===== src/rtl/pic_pkg.sv =====
// Shared constants, opcode decode and types for the PIC fetch stage.
// Flow-change opcodes are matched with a mask/match pair on the instruction register.
package pic_pkg;

   localparam int PC_W    = 9;
   localparam int INSTR_W = 12;

   localparam logic [INSTR_W-1:0] NOP = 12'h000;

   localparam logic [INSTR_W-1:0] GOTO_MASK   = 12'hE00;
   localparam logic [INSTR_W-1:0] GOTO_MATCH  = 12'hA00;
   localparam logic [INSTR_W-1:0] CALL_MASK   = 12'hF00;
   localparam logic [INSTR_W-1:0] CALL_MATCH  = 12'h900;
   localparam logic [INSTR_W-1:0] RETLW_MASK  = 12'hF00;
   localparam logic [INSTR_W-1:0] RETLW_MATCH = 12'h800;

   localparam logic [PC_W-1:0] DEFAULT_RESET_VECTOR = 9'h000;

   typedef enum logic [1:0] {
      FLOW_SEQ,
      FLOW_GOTO,
      FLOW_CALL,
      FLOW_RET
   } flow_t;

   typedef enum logic [1:0] {
      DEPTH_EMPTY,
      DEPTH_ONE,
      DEPTH_TWO
   } depth_t;

   // A flushed slot never redirects, whatever word happens to sit in the IR.
   function automatic flow_t decodeFlow(input logic [INSTR_W-1:0] instr, input logic valid);
      flow_t f;
      f = FLOW_SEQ;
      if (valid) begin
         if ((instr & GOTO_MASK) == GOTO_MATCH)
            f = FLOW_GOTO;
         else if ((instr & CALL_MASK) == CALL_MATCH)
            f = FLOW_CALL;
         else if ((instr & RETLW_MASK) == RETLW_MATCH)
            f = FLOW_RET;
      end
      return f;
   endfunction

endpackage


===== src/rtl/pic_fetch_if.sv =====
// Fetch-stage bus: execute requests and ROM data in, PC/IR/trace out.
// The master side is the fetch stage; the slave side is execute plus ROM.
interface pic_fetch_if;
   import pic_pkg::*;

   logic               stall;
   logic               skip;
   logic               pcWrite;
   logic [PC_W-1:0]    pcWrData;
   logic [INSTR_W-1:0] romData;
   logic [PC_W-1:0]    romAddr;
   logic [INSTR_W-1:0] instr;
   logic               instrValid;
   logic [PC_W-1:0]    instrAddr;
   logic               stackOverflow;

   modport master (
      input  stall, skip, pcWrite, pcWrData, romData,
      output romAddr, instr, instrValid, instrAddr, stackOverflow
   );

   modport slave (
      output stall, skip, pcWrite, pcWrData, romData,
      input  romAddr, instr, instrValid, instrAddr, stackOverflow
   );
endinterface


===== src/rtl/pic_stack.sv =====
// Two-entry hardware return stack with a sticky overflow flag.
// Popping an empty stack returns the stale top entry without complaint, as the silicon does.
module pic_stack
   import pic_pkg::*;
(
   input  logic            clk,
   input  logic            rst,
   input  logic            push,
   input  logic            pop,
   input  logic [PC_W-1:0] pushData,
   output logic [PC_W-1:0] top,
   output logic            overflow
);

   logic [PC_W-1:0] s0;
   logic [PC_W-1:0] s1;
   depth_t          depth;

   // Push and pop are mutually exclusive; the caller decodes one opcode per cycle.
   always_ff @(posedge clk or posedge rst) begin
      if (rst) begin
         s0       <= '0;
         s1       <= '0;
         depth    <= DEPTH_EMPTY;
         overflow <= 1'b0;
      end else if (push) begin
         s1 <= s0;
         s0 <= pushData;
         if (depth == DEPTH_TWO)
            overflow <= 1'b1;
         depth <= (depth == DEPTH_EMPTY) ? DEPTH_ONE : DEPTH_TWO;
      end else if (pop) begin
         s0    <= s1;
         depth <= (depth == DEPTH_TWO) ? DEPTH_ONE : DEPTH_EMPTY;
      end
   end

   assign top = s0;

endmodule


===== src/rtl/pic_fetch.sv =====
// Instruction-fetch stage: owns PC, IR and return stack, and resolves GOTO/CALL/RETLW.
// Every flow change inserts one flushed slot, which gives the two-cycle branch timing.
module pic_fetch
   import pic_pkg::*;
#(
   parameter logic [PC_W-1:0] RESET_VECTOR = DEFAULT_RESET_VECTOR
)(
   input logic         clk,
   input logic         rst,
   pic_fetch_if.master bus
);

   logic [PC_W-1:0]    pc;
   logic [PC_W-1:0]    pcInc;
   logic [PC_W-1:0]    flowTarget;
   logic [INSTR_W-1:0] instrQ;
   logic               validQ;
   logic [PC_W-1:0]    addrQ;
   logic [PC_W-1:0]    stackTop;
   logic               stackOverflow;
   logic               push;
   logic               pop;
   flow_t              flow;

   assign pcInc = pc + 9'd1;
   assign flow  = decodeFlow(instrQ, validQ);
   assign push  = !bus.stall && (flow == FLOW_CALL);
   assign pop   = !bus.stall && (flow == FLOW_RET);

   always_comb begin
      flowTarget = pcInc;
      case (flow)
         FLOW_GOTO: flowTarget = instrQ[PC_W-1:0];
         FLOW_CALL: flowTarget = {1'b0, instrQ[7:0]};
         FLOW_RET:  flowTarget = stackTop;
         default:   flowTarget = pcInc;
      endcase
   end

   // At CALL decode the PC already holds InstrAddr+1, so it is pushed as the return address.
   pic_stack u_stack (
      .clk      (clk),
      .rst      (rst),
      .push     (push),
      .pop      (pop),
      .pushData (pc),
      .top      (stackTop),
      .overflow (stackOverflow)
   );

   // Priority: decoded flow change, then execute PC write, then skip, else sequential fetch.
   // Execute requests are only honoured against a valid slot.
   always_ff @(posedge clk or posedge rst) begin
      if (rst) begin
         pc     <= RESET_VECTOR;
         instrQ <= NOP;
         validQ <= 1'b0;
         addrQ  <= RESET_VECTOR;
      end else if (!bus.stall) begin
         if (flow != FLOW_SEQ) begin
            pc     <= flowTarget;
            instrQ <= NOP;
            validQ <= 1'b0;
            addrQ  <= pc;
         end else if (bus.pcWrite && validQ) begin
            pc     <= bus.pcWrData;
            instrQ <= NOP;
            validQ <= 1'b0;
            addrQ  <= pc;
         end else if (bus.skip && validQ) begin
            pc     <= pcInc;
            instrQ <= NOP;
            validQ <= 1'b0;
            addrQ  <= pc;
         end else begin
            pc     <= pcInc;
            instrQ <= bus.romData;
            validQ <= 1'b1;
            addrQ  <= pc;
         end
      end
   end

   assign bus.romAddr       = pc;
   assign bus.instr         = instrQ;
   assign bus.instrValid    = validQ;
   assign bus.instrAddr     = addrQ;
   assign bus.stackOverflow = stackOverflow;

endmodule

===== src/flat_wrapper.sv =====
// flat-port wrapper written by rule: the top's interface ports become plain ports
module pic_fetch_flat import pic_pkg::*;
#(
   parameter logic [PC_W-1:0] RESET_VECTOR = DEFAULT_RESET_VECTOR
)
  (clk, rst, bus_stall, bus_skip, bus_pcWrite, bus_pcWrData, bus_romData, bus_romAddr, bus_instr, bus_instrValid, bus_instrAddr, bus_stackOverflow);
  pic_fetch_if bus_i ();
  input logic clk;
  input logic rst;
  input wire logic [$bits(bus_i.stall)-1:0] bus_stall;
  input wire logic [$bits(bus_i.skip)-1:0] bus_skip;
  input wire logic [$bits(bus_i.pcWrite)-1:0] bus_pcWrite;
  input wire logic [$bits(bus_i.pcWrData)-1:0] bus_pcWrData;
  input wire logic [$bits(bus_i.romData)-1:0] bus_romData;
  output wire logic [$bits(bus_i.romAddr)-1:0] bus_romAddr;
  output wire logic [$bits(bus_i.instr)-1:0] bus_instr;
  output wire logic [$bits(bus_i.instrValid)-1:0] bus_instrValid;
  output wire logic [$bits(bus_i.instrAddr)-1:0] bus_instrAddr;
  output wire logic [$bits(bus_i.stackOverflow)-1:0] bus_stackOverflow;
  assign bus_i.stall = bus_stall;
  assign bus_i.skip = bus_skip;
  assign bus_i.pcWrite = bus_pcWrite;
  assign bus_i.pcWrData = bus_pcWrData;
  assign bus_i.romData = bus_romData;
  assign bus_romAddr = bus_i.romAddr;
  assign bus_instr = bus_i.instr;
  assign bus_instrValid = bus_i.instrValid;
  assign bus_instrAddr = bus_i.instrAddr;
  assign bus_stackOverflow = bus_i.stackOverflow;
  pic_fetch #(.RESET_VECTOR(RESET_VECTOR)) u_core (.clk(clk), .rst(rst), .bus(bus_i));
endmodule

===== config.mk =====
export PLATFORM = sky130hd
export DESIGN_NAME = pic_fetch_flat
export DESIGN_NICKNAME = d
export VERILOG_FILES = /design/src/rtl/pic_pkg.sv /design/src/rtl/pic_fetch_if.sv /design/src/rtl/pic_stack.sv /design/src/rtl/pic_fetch.sv /design/src/flat_wrapper.sv
export SDC_FILE = /design/constraint.sdc
export NUM_CORES = 1
export LEC_CHECK = 0
export ABC_AREA = 1
export CAP_MARGIN = 20
export CORE_UTILIZATION = 54
export CTS_CLUSTER_SIZE = 16
export DETAILED_ROUTE_END_ITERATION = 16
export PLACE_DENSITY_LB_ADDON = 0.2
export SLEW_MARGIN = 5
export SYNTH_ARGS = -nofsm -noshare
export SYNTH_HDL_FRONTEND = slang
export SYNTH_SLANG_ARGS = --single-unit

===== constraint.sdc =====
create_clock -name clk -period 2.4 [get_ports clk]
set_input_delay 0.36 -clock clk [delete_from_list [all_inputs] [get_ports clk]]
set_output_delay 0.36 -clock clk [all_outputs]
set_load 0.01 [all_outputs]

# Yosys cells after proc, flatten, opt, wreduce, memory -nomap -nowiden

Cells that the tools add are included.
W data, S select, Z words.

Register bits after elaboration: 52
Bits in latches: 0
RAM bits: 0
Memory bits (read-only): 0
Input bits: 26
Word-level logic and storage cells: 44
Memories: 0

Add/subtract/negate cells: 1
Multipliers: 0
Div/mod/pow operators: 0
Order comparisons: 0
Equality and inequality tests: 7
Shifts and indexed selects: 0
Multiplexer cells: 19
Bitwise operators: 0
Reduce and logical (&&, ||, !) cells: 9

Operator list:

| operator              | number |
|---|---|
| $mux W12              | 3 |
| $mux W9               | 4 |
| $pmux W9 S3           | 1 |
| $mux W2               | 7 |
| $add A9 B1 Y9 const B | 1 |
| $eq A4 B4 Y1 const B  | 2 |
| $eq A2 B2 Y1 const B  | 3 |
| $logic_and A1 B1 Y1   | 4 |
| $mux W1               | 4 |
| $reduce_bool A2 Y1    | 2 |
| $eq A3 B3 Y1 const B  | 1 |
| $eq A2 B1 Y1 const B  | 1 |
| $logic_not A2 Y1      | 1 |
| $reduce_and A2 Y1     | 1 |
| $logic_not A1 Y1      | 1 |

# Depth between registers and ports, before layout

Depth after elaboration: 9
Mapped depth: 9

# Hierarchy

A second synthesis with hierarchy kept.

Cells, all modules: 330
Area, all modules: 2,741.4 um2

By module, submodules not included:

| module    | times used | cells each | area each (um2) | sequential area each (um2) |
|---|---|---|---|---|
| pic_fetch | 1          | 223        | 1,818.0         | 775.7 |
| pic_stack | 1          | 107        | 923.4           | 525.5 |

# Least setup slack after synthesis

Ideal clock, no wire load.

Path type: reg2reg
From: register u_core.instrQ[8] (netlist: u_core.bus.instr[8])
To: register u_core.pc[0] (netlist: u_core.bus.romAddr[0])
Setup time: 0.135 ns
Arrival time: 1.207 ns
Required time: 2.265 ns
Path slack: 1.058 ns
Stages on the path, launching flop included: 6
Path through: dfrtp_1 -> nor2_1 -> buf_4 -> o21ai_0 -> a21oi_1 -> o22ai_1

Cells in the longest elaborated chain, start to end: 8

RTL lines:

| item                                         | RTL line        | source |
|---|---|---|
| start, declared                              | pic_fetch.sv:16 | `logic [INSTR_W-1:0] instrQ;` |
| start signal, assigned                       | pic_fetch.sv:77 | `instrQ <= bus.romData;` |
| $eq A4 B4 Y1                                 | pic_pkg.sv:41   | `else if ((instr & RETLW_MASK) == RETLW_MATCH)` |
| $mux W2                                      | pic_pkg.sv:41   |  |
| $mux W2 *                                    | pic_pkg.sv:39   | `else if ((instr & CALL_MASK) == CALL_MATCH)` |
| $mux W2 *                                    | pic_pkg.sv:37   | `if ((instr & GOTO_MASK) == GOTO_MATCH)` |
| $mux W2 *                                    | pic_pkg.sv:36   | `if (valid) begin` |
| $eq A2 B2 Y1 or $eq A2 B1 Y1 (tied branches) | pic_fetch.sv:32 | `case (flow)` |
| $pmux W9 S3                                  | pic_fetch.sv:32 |  |
| $mux W9 *                                    | pic_fetch.sv:60 | `if (flow != FLOW_SEQ) begin` |
| end signal, assigned                         | pic_fetch.sv:61 | `pc <= flowTarget;` |
| end signal, assigned                         | pic_fetch.sv:66 | `pc <= bus.pcWrData;` |
| end signal, assigned                         | pic_fetch.sv:71 | `pc <= pcInc;` |
| end, declared                                | pic_fetch.sv:13 | `logic [PC_W-1:0] pc;` |

Mark *: on every way between the ends. The rest lies on a longest branch, timed or not.
A chain may end at the register's enable or synchronous reset.

# Worst setup path after layout

From: register u_core.pc[2] (netlist: u_core.bus.romAddr[2])
To: output bus_romAddr[2]

RTL lines:

| item          | RTL line           | source |
|---|---|---|
| end, declared | flat_wrapper.sv:15 | `output wire logic [$bits(bus_i.romAddr)-1:0] bus_romAddr;` |

No word-level cell between the ends.

==> metrics.txt <==
Worst R2R End=u_core.u_stack.depth[0]; largest net degree at the start of global routing=27; DR vias=2,305; Slew Viols, Final=0; fin util=72.9%; Setup Total Neg Slack=0 ns; ANT cells=0; crit-path max FO=8; Initial Utilization=57.2%; WS Path Type=register to primary output; status=finished clean; mapped cell area=2520 um2; die area=4950 um2; CTS tree=yes; register bit total from synthesis=52; critical path arrival=1.45 ns; Root Buffer=clkbuf_8; Layout area overhead=27.5%; Hold Path Class=primary input to async pin; final worst path period need=1.81 ns; WL per Instance=14.5 um; clock latency on the worst-skew pair=0.31 ns; Critical R2R Launch=u_core.bus.instrValid; final hold slack=0.387 ns; clk_skew=0.00692 ns; Finish-stage setup viols=0; Adder-Cell Fraction of Synth Area=0.496%; total track usage=26.8%; Synth Warn #=0; Hold-fix buffers, CTS=0; Compound-Gate Fraction of Synth Area=16.7%; max_cap viols=0; number of buffers and inverters on the critical path=1; relative slew slack=67.0%; NumNets Final=400; placed cell count=418; cts bufs inserted=5; FMAX=0.553 GHz; Core Area=4410 um2; vias in the first global route=2,238; # DRC=0; Max VDD drop=0.481 mV; WP data required=2.04 ns; flop-to-flop setup slack=0.75 ns; final HPWL from detailed placement=4.45 mm; Chip Height=70.4 um; Clock Pin Slew Worst Setup and Hold Paths=0.09 ns; leading area contributor after synthesis=dfrtp_1; Power Dens Cells=919 nW/um2; CP delay by family, top=buffers and inverters; crit end category=primary output; post-cts repair resize count=0; # port buffers=57; Slowest cell on crit path=clkdlybuf4s50_1; synth unique cells=25; total power=2.96 mW; final worst slack=0.591 ns; gp weighted congestion=0.854; htree depth=2; Syn Area/Cell=8.01 um2; Area contributors post-synth=dfrtp_1 52%, nand2_1 13%, inv_1 6.2%; Critical Path Start Type=register; clock buffer depth=2; first-pass GRT wire length=10.2 mm; Mapped Cells=315; drt via density=5.44; io pins=58; die width=70.4 um; leak pwr=1.54 nW; Non-Filler Instances=424; mux cell area share after synthesis=0%; slew at the pin with the worst max-slew slack=0.495 ns; largest stage delay on the critical path=0.61 ns; crit-path cells=clkdlybuf4s50_1; Num Clock Sinks=52; post-route cell area=3220 um2; Post-Synth XOR/XNOR Area=0%; RSZ-0062 raised after global routing=false; Reg2Reg Depth=6; largest family of logic cells by synthesized area=simple AND/OR/NAND/NOR gates; Seq/Total Area, Yosys=51.6%; initial antenna violation count=0; Syn Nets=342; Overflow after GRT=0; Yosys top cell area share=51.6%; Rows=24; initial DRC count=221; proportion of layout cells with a drive suffix above 1=5.65%; ANT nets after route=0; Cell Area, Placed=3120 um2; Final Hold Fails=0; Post-Synth Simple-Gate Area=20.7%; Post-CTS Setup Inserts=0; pre-CTS WS=0.464 ns; drt total wl=6.14 mm; Final period util=75.4%; First-pass DRT Iterations=5
[worst register-to-register path: cells and delay by family (launching register included)]
kind / cells / cell delay, ns
compound gates: 1 / 0.09
buf+inv: 1 / 0.19
simple gates: 4 / 0.79
flops: 1 / 0.48
[cells in the final DEF (no fill, tap or decap), drive strengths merged]
| cell type | n |
|---|---|
| a21oi | 22 |
| buf | 6 |
| bufinv | 1 |
| clkbuf | 5 |
| clkdlybuf4s50 | 57 |
| clkinv | 2 |
| dfrtp | 52 |
| ha | 1 |
| inv | 44 |
| nand2 | 89 |
| nand3 | 18 |
| nor2 | 20 |
| nor2b | 1 |
| o211ai | 7 |
| o21ai | 33 |
| o21bai | 1 |
| o22ai | 13 |
[cells in the mapped netlist]
cell type,n
nand2_1,87
dfrtp_1,52
inv_1,42
o21ai_0,31
a21oi_1,22
nor2_1,19
nand3_1,17
o22ai_1,13
o211ai_1,7
buf_6,4
buf_2,3
clkbuf_1,3
buf_4,2
nand2_2,2
clkinv_1,1
clkinv_4,1
ha_1,1
inv_2,1
inv_4,1
nand3_2,1
nor2_4,1
nor2b_1,1
o21ai_1,1
o21ai_2,1
o21bai_1,1
[where the power goes]
| part | total (mW) | internal (mW) | switching (mW) |
|---|---|---|---|
| sequential | 1.38 | 1.13 | 0.256 |
| clock | 0.575 | 0.300 | 0.275 |
| combinational | 0.996 | 0.484 | 0.512 |
[area by class of cell]
cell class	count	area [um2]
clock buffer	5	68.8
clock inverter	1	30.0
fill	375	1200
inverter	46	180
multi-input combinational	205	956
sequential	52	1300
tap	52	65.1
timing repair buffer	63	616
[cells by family (layout without fill, tap and decap cells)]
group	count (synthesis)	count (layout)
AND/OR/NAND/NOR	128	128
AO/OA/AOI/OAI	76	76
adder cells (fa/ha/maj)	1	1
flip-flops	52	52
buffers and inverters	58	115
[per-layer routing]
layer  part of all wire (%)  track usage [%]
met5                      0                0
met1                     44             35.4
met3                    7.0             6.20
met2                     47             42.9
met4                    2.1             10.0
[worst max path at each step]
stage	startpoint	endpoint	cells after the start
final	u_core.bus.romAddr[2]	bus_romAddr[2]	1
after CTS	u_core.bus.romAddr[2]	bus_romAddr[2]	1
after global placement	bus_stall	u_core.bus.instr[11]	5
after detailed placement	bus_stall	u_core.bus.instr[6]	5
after floorplan	rst	u_core.bus.instrAddr[0]	1
after global routing	u_core.bus.romAddr[2]	bus_romAddr[2]	1
[sequential cells by signal (all words and copies together) (netlist names)]
| name | cells |
|---|---|
| u_core.bus.instr | 12 |
| u_core.bus.instrAddr | 9 |
| u_core.bus.instrValid | 1 |
| u_core.bus.romAddr | 9 |
| u_core.u_stack.depth | 2 |
| u_core.u_stack.overflow | 1 |
| u_core.u_stack.s1 | 9 |
| u_core.u_stack.top | 9 |
Note: power is estimated with default switching activity, not from simulation.
